<file path="config.mk">
export PLATFORM = sky130hd
export DESIGN_NAME = issue_warp_arbiter_flat
export DESIGN_NICKNAME = d
export VERILOG_FILES = /design/src/rtl/issue_warp_arbiter_if.sv /design/src/rtl/issue_warp_arbiter.sv /design/src/flat_wrapper.sv
export SDC_FILE = /design/constraint.sdc
export NUM_CORES = 1
export LEC_CHECK = 0
export ABC_CLOCK_PERIOD_IN_PS = 3030
export CAP_MARGIN = 20
export CORE_MARGIN = 1
export CORE_UTILIZATION = 40
export DETAILED_ROUTE_END_ITERATION = 16
export PLACE_DENSITY_LB_ADDON = 0.08
export SLEW_MARGIN = 20
export SYNTH_ARGS = -nofsm -noshare
export SYNTH_HDL_FRONTEND = slang
export SYNTH_SLANG_ARGS = --single-unit
</file>
<file path="constraint.sdc">
create_clock -name clk -period 3.03 [get_ports clk]
set_input_delay 0.7575 -clock clk [delete_from_list [all_inputs] [get_ports clk]]
set_output_delay 0.7575 -clock clk [all_outputs]
set_load 0.1 [all_outputs]
</file>
<file path="src/rtl/issue_warp_arbiter_if.sv">
// Issue-slice arbiter bundle: warp requests in, one registered beat out.
// master drives requests and downstream ready; slave is the arbiter.
interface issue_warp_arbiter_if #(
  parameter int NUM_WARPS     = 4,
  parameter int DATA_WIDTH    = 64,
  parameter int PERF_CTR_BITS = 44
);
  localparam int WW = $clog2(NUM_WARPS);

  logic [NUM_WARPS-1:0]            in_valid;
  logic [NUM_WARPS*DATA_WIDTH-1:0] in_data;
  logic [NUM_WARPS-1:0]            in_eop;
  logic [NUM_WARPS-1:0]            in_ready;
  logic                            out_valid;
  logic [DATA_WIDTH-1:0]           out_data;
  logic [WW-1:0]                   out_wis;
  logic                            out_eop;
  logic                            out_ready;
  logic [PERF_CTR_BITS-1:0]        perf_stalls;

  modport master (
    output in_valid, in_data, in_eop, out_ready,
    input  in_ready, out_valid, out_data, out_wis,
    input  out_eop, perf_stalls
  );

  modport slave (
    input  in_valid, in_data, in_eop, out_ready,
    output in_ready, out_valid, out_data, out_wis,
    output out_eop, perf_stalls
  );
endinterface

</file>
<file path="src/rtl/issue_warp_arbiter.sv">
// Round-robin warp picker feeding a one-entry operand-stage register.
// Multi-beat instructions lock the grant to one warp until eop.
module issue_warp_arbiter #(
  parameter int NUM_WARPS     = 4,
  parameter int DATA_WIDTH    = 64,
  parameter int PERF_CTR_BITS = 44
) (
  input logic clk,
  input logic reset,
  issue_warp_arbiter_if.slave arb
);
  localparam int WW = $clog2(NUM_WARPS);

  logic [WW-1:0]            rr_ptr;
  logic                     locked;
  logic [WW-1:0]            lock_wid;
  logic                     out_valid;
  logic [DATA_WIDTH-1:0]    out_data;
  logic [WW-1:0]            out_wis;
  logic                     out_eop;
  logic [PERF_CTR_BITS-1:0] perf_stalls;

  logic                  stage_free;
  logic                  found;
  logic                  fire;
  logic [WW-1:0]         win;
  logic [WW-1:0]         idx;
  logic [NUM_WARPS-1:0]  grant;
  logic                  win_eop;
  logic [DATA_WIDTH-1:0] win_data;

  always_comb begin
    stage_free = !out_valid || arb.out_ready;
    found = 1'b0;
    win = '0;
    idx = '0;
    if (locked) begin
      found = arb.in_valid[lock_wid];
      win = lock_wid;
    end else begin
      // scan starts just past the last eop winner
      for (int i = 1; i <= NUM_WARPS; i++) begin
        idx = rr_ptr + WW'(i);
        if (!found && arb.in_valid[idx]) begin
          found = 1'b1;
          win = idx;
        end
      end
    end
    fire = found && stage_free && !reset;
    grant = '0;
    if (fire) grant[win] = 1'b1;
    win_eop = arb.in_eop[win];
    win_data = arb.in_data[win*DATA_WIDTH +: DATA_WIDTH];
  end

  assign arb.in_ready    = grant;
  assign arb.out_valid   = out_valid;
  assign arb.out_data    = out_data;
  assign arb.out_wis     = out_wis;
  assign arb.out_eop     = out_eop;
  assign arb.perf_stalls = perf_stalls;

  always_ff @(posedge clk) begin
    if (reset) begin
      rr_ptr      <= WW'(NUM_WARPS - 1);
      locked      <= 1'b0;
      lock_wid    <= '0;
      out_valid   <= 1'b0;
      out_data    <= '0;
      out_wis     <= '0;
      out_eop     <= 1'b0;
      perf_stalls <= '0;
    end else begin
      if (fire) begin
        out_valid <= 1'b1;
        out_data  <= win_data;
        out_wis   <= win;
        out_eop   <= win_eop;
        if (win_eop) begin
          locked <= 1'b0;
          rr_ptr <= win;
        end else begin
          locked   <= 1'b1;
          lock_wid <= win;
        end
      end else if (arb.out_ready) begin
        out_valid <= 1'b0;
      end
      if (|arb.in_valid && !fire)
        perf_stalls <= perf_stalls + 1'b1;
    end
  end

`ifndef SYNTHESIS
  a_onehot: assert property (@(posedge clk) $onehot0(arb.in_ready));
  a_hold: assert property (@(posedge clk) disable iff (reset)
    out_valid && !arb.out_ready |=> $stable(out_data) && $stable(out_wis));
  a_lock: assert property (@(posedge clk)
    {1'b0, lock_wid} < (WW+1)'(NUM_WARPS));
`endif
endmodule

</file>
<file path="src/flat_wrapper.sv">
// flat-port wrapper written by rule: the top's interface ports become plain ports
module issue_warp_arbiter_flat 
#(
  parameter int NUM_WARPS     = 4,
  parameter int DATA_WIDTH    = 64,
  parameter int PERF_CTR_BITS = 44
)
  (clk, reset, arb_in_valid, arb_in_data, arb_in_eop, arb_out_ready, arb_in_ready, arb_out_valid, arb_out_data, arb_out_wis, arb_out_eop, arb_perf_stalls);
  issue_warp_arbiter_if #(.NUM_WARPS(NUM_WARPS), .DATA_WIDTH(DATA_WIDTH), .PERF_CTR_BITS(PERF_CTR_BITS)) arb_i ();
  input logic clk;
  input logic reset;
  input wire logic [$bits(arb_i.in_valid)-1:0] arb_in_valid;
  input wire logic [$bits(arb_i.in_data)-1:0] arb_in_data;
  input wire logic [$bits(arb_i.in_eop)-1:0] arb_in_eop;
  input wire logic [$bits(arb_i.out_ready)-1:0] arb_out_ready;
  output wire logic [$bits(arb_i.in_ready)-1:0] arb_in_ready;
  output wire logic [$bits(arb_i.out_valid)-1:0] arb_out_valid;
  output wire logic [$bits(arb_i.out_data)-1:0] arb_out_data;
  output wire logic [$bits(arb_i.out_wis)-1:0] arb_out_wis;
  output wire logic [$bits(arb_i.out_eop)-1:0] arb_out_eop;
  output wire logic [$bits(arb_i.perf_stalls)-1:0] arb_perf_stalls;
  assign arb_i.in_valid = arb_in_valid;
  assign arb_i.in_data = arb_in_data;
  assign arb_i.in_eop = arb_in_eop;
  assign arb_i.out_ready = arb_out_ready;
  assign arb_in_ready = arb_i.in_ready;
  assign arb_out_valid = arb_i.out_valid;
  assign arb_out_data = arb_i.out_data;
  assign arb_out_wis = arb_i.out_wis;
  assign arb_out_eop = arb_i.out_eop;
  assign arb_perf_stalls = arb_i.perf_stalls;
  issue_warp_arbiter #(.NUM_WARPS(NUM_WARPS), .DATA_WIDTH(DATA_WIDTH), .PERF_CTR_BITS(PERF_CTR_BITS)) u_core (.clk(clk), .reset(reset), .arb(arb_i));
endmodule
</file>
==> results by group <==
Run status
  • Status: finished clean

GRT
  • Initial antenna violation count: 2
  • First-pass GRT wire length: 53.6 mm
  • Vias in the first global route: 9578
  • GR Util All Layers: 28.1%
  • Total gr overflow: 0
  • Largest net degree at the start of global routing: 78

Clocking
  • Clock tree buffer depth: 2
  • Num CTS Buffers: 17
  • CTS tree: yes
  • Root buf cell: clkbuf_16
  • Worst skew pair latency: 0.43 ns
  • Clk slew on worst S/H paths: 0.06 ns
  • CTS H-tree lvls: 4
  • CTS sink count: 117

Routing
  • Routed WL: 34.7 mm
  • TritonRoute pass-1 iters: 5
  • Average wire per standard cell: 18.5 um
  • Initial DRC count: 744
  • DR vias/cell: 5.65
  • Antenna-violating nets left: 0
  • Vias: 10600
  • Drt drc: 0

Yosys
  • Seq/Total Area, Yosys: 25.0%
  • Unique masters post-synth: 57
  • Syn_nets: 1458
  • Ys async rst share: 0%
  • Post-synth top flop: dfxtp_1
  • Top area cells in the synthesized netlist: dfxtp_1 25%, mux2i_1 14%, a221oi_1 12%
  • Post-synth EDFFs: 0
  • Synth area leader: dfxtp_1
  • Synth Area per Inst: 7.88 um2
  • Synth Instances: 1190
  • Post-synth top area share: 25.0%
  • Ys Warns: 0
  • Syn Std Cell Area: 9370 um2
  • Yosys reg bits: 117

Place
  • Buffers on Ports: 382
  • Post-DP Area: 13600 um2
  • Post-DP HPWL: 24.6 mm
  • Final GP Congestion: 0.875

Worst setup path
  • Worst setup EP type: primary output
  • Setup CP Type: input pin to primary output
  • Critical path fanouts, max: 3
  • CP Data Arrival Time: 2.21 ns
  • Worst Path Required: 2.27 ns
  • Critical Path Source Type: input pin

Timing
  • Hold Fails Final Rpt: 0
  • Hold Slack: 0.457 ns
  • Period utilization: 98.1%
  • Final max-slew violation count: 0
  • Max transition margin: 39.1%
  • Clock Skew: 0.0121 ns
  • Maximum clock frequency: 336 MHz
  • Tmin final: 2.97 ns
  • Worst slew pin tran: 0.913 ns
  • Endpoints failing setup: 0

Power and ir drop
  • Internal power: 0.00667 W
  • Leak: 5.15 nW
  • IR Drop Worst-Case VDD: 845 uV
  • Sequential Power Share: 16.5%
  • Clk pwr share: 14.5%
  • P_sw: 0.00770 W
  • Sw Share: 53.6%
  • Pwr Density: 1010 nW/um2
  • Logic pwr share: 69.0%

Min path
  • Hold Path Class: register to register

Floorplan
  • Row count: 55
  • Initial Util: 41.2%
  • DIE AREA: 24100 um2
  • Die width: 155 um
  • Die Span Y: 155 um
  • Ports: 383
  • Core area: 22800 um2

Layout
  • Fill cell total of the finished layout: 1997
  • Most frequent cells in the layout: 262 x clkdlybuf4s50_1, 182 x o21ai_0, 160 x buf_4, 150 x nand2_1, 129 x mux2i_1
  • Fin nets: 1812
  • Most common cell after layout, fill and taps aside: clkdlybuf4s50_1
  • Area growth syn-to-layout: 52.4%
  • Fraction of layout cells with a size suffix above 1: 20.9%
  • Design Area, Final: 14300 um2

Job
  • Max-cap violations: 0
[state kept, by name, indices dropped and copies added (netlist names)]
signal	flops
u_core.arb.perf_stalls	44
u_core.lock_wid	2
u_core.arb.out_eop	1
u_core.arb.out_wis	2
u_core.arb.out_valid	1
u_core.arb.out_data	64
u_core.locked	1
u_core.rr_ptr	2
[what timing repair did]
action,in CTS,in global routing
endpoints found under the setup margin,4,3
pin swaps,7,4
resized for setup,12,6
gates cloned,0,0
hold buffers,0,0
buffers inserted,1,1
[worst paths after layout]
check	slack [ns]	to	depth (start not counted)	start
worst max-delay path	0.06	arb_in_ready[3]	8	arb_in_valid[0]
worst min-delay path	0.46	u_core.arb.out_data[36]$_SDFFE_PP0P_	2	u_core.arb.out_data[36]$_SDFFE_PP0P_
worst max register to register	0.62	u_core.rr_ptr[1]$_SDFFE_PP1P_	7	u_core.locked$_SDFFE_PP0P_
worst min register to register	0.46	u_core.arb.out_data[36]$_SDFFE_PP0P_	2	u_core.arb.out_data[36]$_SDFFE_PP0P_
[critical path: stages]
cell	delay (ns)
dlygate4sd2_1	0.26
buf_4	0.16
or2_2	0.28
o211ai_1	0.14
and2_4	0.21
o21ai_4	0.08
nor2_4	0.15
buf_12	0.18
[through the flow]
step	std cells	power (W)	TNS (ns)	util, %	worst slack, ns
after floorplan	1190	0.00957	-0.0149	-	-0.0149
after global placement	1836	0.0122	-1.39	59.8	-0.255
after detailed placement	1836	0.0122	-1.82	59.8	-0.244
after CTS	1869	0.0144	0	62.6	0.00261
after global routing	1871	0.0151	-0.00303	62.7	-0.00303
final	1872	0.0144	0	62.7	0.0582
[power groups by stage]
stage / clock (W) / sequential [W] / combinational, W
after global routing: 0.00220 / 0.00244 / 0.0105
after detailed placement: 0 / 0.00239 / 0.00986
after floorplan: 0 / 0.00559 / 0.00398
after CTS: 0.00212 / 0.00237 / 0.00991
final: 0.00209 / 0.00237 / 0.00991
after global placement: 0 / 0.00238 / 0.00980
[cells in the mapped netlist, drive strengths merged, types with 19 or more instances]
cell type and instances:
nor3 19, dfxtp 117, buf 62, a221oi 128, nor2 51, nand3 77, clkbuf 51, o21ai 204
mux2i 129, nand2 150, xnor2 23, mux2 65
[cell type report]
| class | count | area (um2) | area share, % |
|---|---|---|---|
| antenna | 2 | 5.00 | 0.0350 |
| clock inverter | 15 | 174 | 1.22 |
| sequential | 117 | 2350 | 16.4 |
| clock buffer | 17 | 425 | 2.98 |
| multi-input combinational | 948 | 6610 | 46.2 |
| inverter | 12 | 46.3 | 0.324 |
| tap | 313 | 392 | 2.74 |
| timing repair buffer | 448 | 4300 | 30.1 |
[metal layers]
metal	part of all wire, %	track usage [%]	up-vias	routed length [um]
met5	0	0	-	0
met4	3.3	11.2	0	1140
met3	7.6	6.85	63	2650
met2	46	45.0	392	15900
met1	43	36.2	4919	15000
li1	-	-	5209	-
[logic make-up after synthesis]
group	count (synthesis)	share of synthesized area, %
AO/OA/AOI/OAI	366	25.5
XOR/XNOR	38	3.55
AND/OR/NAND/NOR	348	18.1
adder cells (fa/ha/maj)	1	0.133
buffers and inverters	125	5.85
flip-flops	117	25.0
multiplexers	195	21.8
No activity file was read; power rests on OpenSTA's default activity.
